==> src/rtl/axi_default_slave.sv <==
// Default (error) slave for the AXI interconnect: sinks every unmapped
// transaction and answers it with DECERR on independent write and read paths.
module axi_default_slave #(
  parameter int WIDTH_CID = 4,
  parameter int WIDTH_ID  = 4,
  parameter int WIDTH_SID = WIDTH_CID + WIDTH_ID,
  parameter int WIDTH_AD  = 32,
  parameter int WIDTH_DA  = 32,
  parameter int WIDTH_DS  = WIDTH_DA / 8
) (
  input  logic                 ARESETn,
  input  logic                 ACLK,
  input  logic [WIDTH_SID-1:0] AWID,
  input  logic [WIDTH_AD-1:0]  AWADDR,
  input  logic [3:0]           AWLEN,
  input  logic                 AWVALID,
  output logic                 AWREADY,
  input  logic [WIDTH_SID-1:0] WID,
  input  logic [WIDTH_DA-1:0]  WDATA,
  input  logic [WIDTH_DS-1:0]  WSTRB,
  input  logic                 WLAST,
  input  logic                 WVALID,
  output logic                 WREADY,
  output logic [WIDTH_SID-1:0] BID,
  output logic [1:0]           BRESP,
  output logic                 BVALID,
  input  logic                 BREADY,
  input  logic [WIDTH_SID-1:0] ARID,
  input  logic [WIDTH_AD-1:0]  ARADDR,
  input  logic [3:0]           ARLEN,
  input  logic                 ARVALID,
  output logic                 ARREADY,
  output logic [WIDTH_SID-1:0] RID,
  output logic [WIDTH_DA-1:0]  RDATA,
  output logic [1:0]           RRESP,
  output logic                 RLAST,
  output logic                 RVALID,
  input  logic                 RREADY
);

  localparam logic [1:0] RESP_DECERR = 2'b11;

  typedef enum logic [1:0] {W_IDLE, W_DATA, W_RESP} w_state_t;
  typedef enum logic       {R_IDLE, R_DATA}         r_state_t;

  w_state_t w_state_reg, w_state_next;
  r_state_t r_state_reg, r_state_next;

  logic                 ready_en_reg;
  logic [WIDTH_SID-1:0] bid_reg;
  logic [WIDTH_SID-1:0] rid_reg;
  logic [3:0]           rlen_reg;
  logic [3:0]           beat_cnt_reg;

  logic unused_inputs;
  assign unused_inputs = ^{AWADDR, AWLEN, WID, WDATA, WSTRB, ARADDR};

  // Address READYs stay low until the first edge after reset release.
  always_ff @(posedge ACLK or negedge ARESETn) begin
    if (!ARESETn) ready_en_reg <= 1'b0;
    else          ready_en_reg <= 1'b1;
  end

  // ---------------- write path ----------------
  always_ff @(posedge ACLK or negedge ARESETn) begin
    if (!ARESETn) begin
      w_state_reg <= W_IDLE;
      bid_reg     <= '0;
    end else begin
      w_state_reg <= w_state_next;
      if (AWVALID && AWREADY) bid_reg <= AWID;
    end
  end

  always_comb begin
    w_state_next = w_state_reg;
    AWREADY      = 1'b0;
    WREADY       = 1'b0;
    BVALID       = 1'b0;
    BRESP        = 2'b00;
    BID          = bid_reg;
    case (w_state_reg)
      W_IDLE: begin
        AWREADY = ready_en_reg;
        if (AWVALID && ready_en_reg) w_state_next = W_DATA;
      end
      W_DATA: begin
        WREADY = 1'b1;
        if (WVALID && WLAST) w_state_next = W_RESP;
      end
      W_RESP: begin
        BVALID = 1'b1;
        BRESP  = RESP_DECERR;
        if (BREADY) w_state_next = W_IDLE;
      end
      default: w_state_next = W_IDLE;
    endcase
  end

  // ---------------- read path ----------------
  always_ff @(posedge ACLK or negedge ARESETn) begin
    if (!ARESETn) begin
      r_state_reg  <= R_IDLE;
      rid_reg      <= '0;
      rlen_reg     <= '0;
      beat_cnt_reg <= '0;
    end else begin
      r_state_reg <= r_state_next;
      if (ARVALID && ARREADY) begin
        rid_reg      <= ARID;
        rlen_reg     <= ARLEN;
        beat_cnt_reg <= '0;
      end else if (RVALID && RREADY && !RLAST) begin
        beat_cnt_reg <= beat_cnt_reg + 4'd1;
      end
    end
  end

  always_comb begin
    r_state_next = r_state_reg;
    ARREADY      = 1'b0;
    RVALID       = 1'b0;
    RLAST        = 1'b0;
    RRESP        = 2'b00;
    RID          = rid_reg;
    RDATA        = '0;
    case (r_state_reg)
      R_IDLE: begin
        ARREADY = ready_en_reg;
        if (ARVALID && ready_en_reg) r_state_next = R_DATA;
      end
      R_DATA: begin
        RVALID = 1'b1;
        RRESP  = RESP_DECERR;
        RLAST  = (beat_cnt_reg == rlen_reg);
        if (RREADY && (beat_cnt_reg == rlen_reg)) r_state_next = R_IDLE;
      end
      default: r_state_next = R_IDLE;
    endcase
  end

endmodule

==> config.mk <==
export PLATFORM = sky130hd
export DESIGN_NAME = axi_default_slave
export DESIGN_NICKNAME = d
export VERILOG_FILES = /design/src/rtl/axi_default_slave.sv
export SDC_FILE = /design/constraint.sdc
export NUM_CORES = 1
export LEC_CHECK = 0
export BUFFER_PORTS_ARGS = -buffer_cell sky130_fd_sc_hd__buf_2
export CORE_AREA = 4 4 76 78
export DETAILED_ROUTE_END_ITERATION = 8
export DIE_AREA = 0 0 80 82
export PLACE_DENSITY = 0.78
export SLEW_MARGIN = 20
export SYNTH_ARGS = -nofsm -noshare
export SYNTH_HDL_FRONTEND = slang
export SYNTH_SLANG_ARGS = --single-unit
==> constraint.sdc <==
create_clock -name ACLK -period 1.72 [get_ports ACLK]
set_input_delay 0.344 -clock ACLK [delete_from_list [all_inputs] [get_ports ACLK]]
set_output_delay 0.344 -clock ACLK [all_outputs]
set_load 0.02 [all_outputs]
==> results of run 1 <==
-- cell type report --
class                   instances  area (µm²)
clock inverters                 1        30.0
inverters                       1        3.75
multi-input cells              84         578
well taps                      70        87.6
clock buffers                   3        41.3
flip-flops and latches         28         701
fillers                       535        3330
repair buffers                 57         302
-- metrics by stage --
stage | std cells | utilization [%] | TNS, ns | total power, mW
after CTS | 244 | 34.2 | -0.186 | 3.08
after global placement | 239 | 32.5 | 0 | 2.46
final | 244 | 34.3 | -0.125 | 3.05
after global routing | 244 | 34.3 | -0.221 | 3.28
after floorplan | 151 | - | 0 | 2.14
after detailed placement | 239 | 32.5 | 0 | 2.51
-- report_power, final --
part | total (mW) | internal [mW] | switching, mW
clock network | 0.514 | 0.312 | 0.202
logic | 1.39 | 0.601 | 0.791
registers | 1.14 | 0.964 | 0.177
-- critical path, stage by stage, from the launching register on --
cell	delay (ns)
dfrtp_1	0.40
xor2_1	0.18
nor4_2	0.26
buf_4	0.15
and2_4	0.13
buf_6	0.11
-- layout by cell type (no fill, tap or decap), drive strengths merged, types with 2 or more instances in the layout --
master   n
conb    33
dfrtp   28
mux2    20
xor2     4
mux2i    3
nand2    9
buf     57
clkbuf   3
and2     3
nor2b    2
-- metal layers --
metal	GRT usage [%]	up-vias	wire length, µm
li1	-	434	-
met1	9.55	429	1020
met2	11.9	56	1170
met3	2.41	4	314
met4	3.55	0	29
met5	0	-	0
-- timing repair --
item | 4_1_cts | 5_1_grt
pin swaps | 1 | 0
buffers inserted | 1 | 0
gates resized for setup | 3 | 1
endpoints found under the setup margin | 1 | 1
-- how the worst max path moves through the flow --
stage                          startpoint      to  slack (ns)  depth (start not counted)
final                     beat_cnt_reg[2]   RLAST       -0.13                          5
after global routing      beat_cnt_reg[2]   RLAST       -0.22                          5
after CTS                 beat_cnt_reg[2]   RLAST       -0.19                          5
after detailed placement      rlen_reg[1]   RLAST         0.1                          5
after global placement        rlen_reg[1]   RLAST        0.12                          5
after floorplan               r_state_reg  RID[1]        0.08                          4
-- cells by family (layout without fill, tap and decap cells) --
| kind of cell | count (synthesis) | in the layout | share of synthesized area [%] |
|---|---|---|---|
| buffers and inverters | 39 | 62 | 19.8 |
| DFF | 28 | 28 | 48.9 |
| muxes | 23 | 23 | 17.8 |
| and+or+nand+nor | 18 | 18 | 6.64 |
| AOI/OAI and AO/OA | 5 | 5 | 2.97 |
| xor gates and xnor gates | 4 | 4 | 2.45 |
| other | 2 | 33 | 0.524 |
| adders and majority gates | 1 | 1 | 0.873 |
==> impl_results.md, run 1 <==
- Status: complete, but fails checks
- Failing checks: setup timing
- Initial Util: between 20% and 30%
- Vias per Instance: about 3.8
- Core ar.: 0.00507 mm²
- Synth top area share: roughly 49%
- Cell variety after synth: 22
- EDFF count, synth: 0
- Slack of the critical path: -0.125 ns
- Max cap viols: 0
- RSZ-0062 raised after global routing: yes
- Max Buffers Root-to-Sink: 2
- Slew headroom: 58.4%
- Final antenna diode count: 0
- Largest net degree at the start of global routing: 29
- Sequential fraction of the synthesis area: 48.9%
- Mean Syn Cell Area: between 10 and 15 µm²
- Area Overhead vs Synth: 21.7%
- DRC: 0
- Worst setup EP type: output port
- Via count: ~920
- Placed Area: between 0.0015 and 0.002 mm²
- Ys Warns: 0
- Power per standard cell area: 1750 mW/mm²
- Worst setup path class: reg -> out
- Worst r2r dst: BID[3]
- Num CTS Buffers: 3
- # hold bufs at CTS: 0
- WL final: roughly 2500 µm
- #FFs+latches synth: 28
- # IOs: just under 200
- Worst R2R Start: w_state_reg[0]
- Leak pwr: 0.920 nW
- CTS tree: done
- Clock skew: between 0.007 and 0.008 ns
- Skew-Pair Late Insertion Delay: around 0.28 ns
- Pre-CTS setup slack: 0.0972 ns
- Post-synthesis cell area: between 0.001 and 0.0015 mm²
- Worst EP required: between 1 and 1.5 ns
- Detail Placement HPWL: between 2000 and 2500 µm
- Overflow after GRT: 0
- R2r worst-path depth: 3
- Crit start category: flop
- Final instance area: 0.00174 mm²
- Min Tclk post-route: around 1.8 ns
- H-tree Lvls: 1
- Die H: around 82 µm
- Peak supply drop: 847 µV
- ANT nets after route: 0
- Nets: about 320
- Detailed Routing Iterations Pass 1: 2
- Drt initial violations: 28
- Setup Viol. Count Final: 1
- R2R setup slack: approximately 0.24 ns
- Yosys top cell by area: dfrtp_1
- Fmax: 542 MHz
- CTS Root Cell: clkbuf_8
- Final hold vios: 0
- Worst Hold Margin: between 0.06 and 0.07 ns
- Measured slew at the worst slew-check pin: 0.625 ns
- Most common library cells after synthesis: buf_4 (36), dfrtp_1 (28), mux2_2 (20)
- Most frequent cell after synthesis: buf_4
- Initial antenna violation count: 0
- Placer Congestion: 0.660
- Die area: 0.00656 mm²
- CP Data Arrival Time: 1.50 ns
- Crit-path max FO: 2
- Row cnt: 26
- Wire per inst: between 10 and 15 µm
- Share of cells above drive strength 1: between 40% and 50%
- Top post-synthesis cells by area: dfrtp_1 (49%), buf_4 (19%), mux2_2 (16%)
- PortBufs: 53
- Die width: 80 µm
- Gate Count Post-Synth: between 100 and 150
- CTS sink count: 28
- Ys async rst share: 100%
- Global-route wire length before repair: between 3000 and 4000 µm
- Clock slew at reported path FFs: 0.10 ns
- Tot GR Track Use: between 7 and 8%
- Slew Viols, Final: 0
- Period utilization: 107%
- Vias in the first global route: roughly 900
- HP Class: in -> async
- Main synth FF type: dfrtp_1
Note: power is estimated with default switching activity, not from simulation.
==> inputs of run 2 (changes only) <==
--- a/config.mk
+++ b/config.mk
@@ -9,7 +9,8 @@
 export CORE_AREA = 4 4 76 78
 export DETAILED_ROUTE_END_ITERATION = 8
 export DIE_AREA = 0 0 80 82
-export PLACE_DENSITY = 0.78
+export HOLD_SLACK_MARGIN = 0.12
+export PLACE_DENSITY_LB_ADDON = 0.3
 export SLEW_MARGIN = 20
 export SYNTH_ARGS = -nofsm -noshare
 export SYNTH_HDL_FRONTEND = slang
==> impl_results.md, run 2 (synthesis results as in run 1) <==
- ANT nets after route: 0
- Final hold vios: 0
- H-tree Lvls: 1
- Die area: 0.00656 mm²
- Area Overhead vs Synth: 20.5%
- WL final: roughly 2600 µm
- CP startpoint: beat_cnt_reg[2]
- Peak supply drop: between 600 and 700 µV
- CP Data Arrival Time: between 1 and 1.5 ns
- Worst setup EP type: output port
- Slack of the critical path: -0.0681 ns
- Failing checks: setup timing
- Initial Util: ~28%
- Nets: approximately 320
- Vias per Instance: between 3 and 4
- Most common cell after layout, fill and taps aside: buf_2
- Die H: ~82 µm
- Crit-path max cell delay: 0.40 ns
- Drt initial violations: 30
- Pre-CTS setup slack: approximately 0.13 ns
- Power per standard cell area: 1680 mW/mm²
- Slew headroom: 57.4%
- CP max stage cell: dfrtp_1
- Placer Congestion: around 0.61
- Detail Placement HPWL: just under 2000 µm
- Die width: 80 µm
- Period utilization: 104%
- Slew Viols, Final: 0
- Crit start category: flop
- Seq. cell area: roughly 700 µm²
- Num CTS Buffers: 3
- Leak pwr: 0.910 nW
- Placed Area: ~0.0016 mm²
- Max cap viols: 0
- Clock skew: 0.00216 ns
- HP Class: in -> reg
- Measured slew at the worst slew-check pin: around 0.64 ns
- Worst setup path class: reg -> out
- Clock slew at reported path FFs: 0.09 ns
- R2R setup slack: ~0.20 ns
- Min Tclk post-route: 1.79 ns
- Overflow after GRT: 0
- Vias in the first global route: about 860
- Core ar.: between 0.005 and 0.006 mm²
- # IOs: approximately 200
- Initial antenna violation count: 0
- Global-route wire length before repair: 3860 µm
- Buffers & Inverters on Critical Path: 1
- Multi-input logic area: approximately 580 µm²
- Setup Viol. Count Final: 1
- Final antenna diode count: 0
- Via count: slightly above 900
- RSZ-0062 raised after global routing: yes
- CTS Root Cell: clkbuf_8
- Most frequent cells in the layout: buf_2 (52), conb_1 (33), dfrtp_1 (28), mux2_2 (20), nand2_1 (8)
- PortBufs: 53
- Wire per inst: 10.5 µm
- Status: complete, but fails checks
- CP top delay family: simple AND/OR/NAND/NOR gates
- Worst EP required: 1.38 ns
- HP Start: ARID[3]
- Share of cells above drive strength 1: 47.7%
- Crit path cell chain: xor2_1 -> nor4_2 -> and2_1 -> buf_6
- Row cnt: 26
- CTS sink count: 28
- Tot GR Track Use: between 7 and 8%
- Largest net degree at the start of global routing: 29
- Crit-path max FO: 2
- Skew-Pair Late Insertion Delay: approximately 0.27 ns
- Fmax: between 500 and 600 MHz
- Max Buffers Root-to-Sink: 2
- Worst R2R Start: w_state_reg[0]
- CTS tree: done
- DRC: 0
- Detailed Routing Iterations Pass 1: 4
- Fill cell count: ~530
- Final instance area: around 0.0017 mm²
[run 2: report_power, final]
| group | switching [mW] | total (mW) | internal (mW) |
|---|---|---|---|
| combinational | 0.780 | 1.36 | 0.580 |
| clock | 0.198 | 0.403 | 0.205 |
| sequential | 0.169 | 1.13 | 0.964 |
[run 2: repair_timing]
action	4_1_cts	5_1_grt
pin swaps	2	0
gates resized for setup	2	1
setup endpoints to repair	1	1
endpoints found under the hold margin	28	0
setup buffers	2	0
hold buffers	1	0
[run 2: path summary, 6_finish.rpt]
path                              endpoint  cells past startpoint
min                                 RID[3]                      2
min reg2reg                beat_cnt_reg[3]                      1
min in group asynchronous           BID[3]                      2
max in group asynchronous      r_state_reg                      2
max                                  RLAST                      4
max reg2reg                         BID[0]                      3
[run 2: cell type report]
| cell class | count | area share (%) |
|---|---|---|
| timing repair buffer | 57 | 17.6 |
| inverter | 1 | 0.217 |
| multi-input combinational | 84 | 33.3 |
| clock buffer | 4 | 3.19 |
| sequential | 28 | 40.6 |
| tap | 70 | 5.07 |
[run 2: stage by stage]
step / cells / utilization, % / power [mW] / setup TNS (ns) / hold WS [ns]
finish: 244 / 34.0 / 2.90 / -0.0681 / 0.296
CTS: 244 / 33.9 / 2.94 / -0.0886 / 0.285
floorplan: 151 / - / 2.14 / 0 / 0.0484
global route: 244 / 34.0 / 3.11 / -0.143 / 0.279
global placement: 237 / 32.2 / 2.45 / 0 / 0.419
detailed placement: 237 / 32.2 / 2.47 / 0 / 0.415
[run 2: per-layer routing]
metal | GRT usage [%] | part of all wire [%]
met1 | 9.61 | 42
met3 | 2.41 | 12
met2 | 11.7 | 45
met4 | 3.04 | 0.39
met5 | 0 | 0
[run 2: worst reg2reg max path, stage by stage, from the launching register on]
cell and delay [ns]:
dfrtp_1 0.40, nor3b_2 0.23, and2_1 0.40, mux2_2 0.38
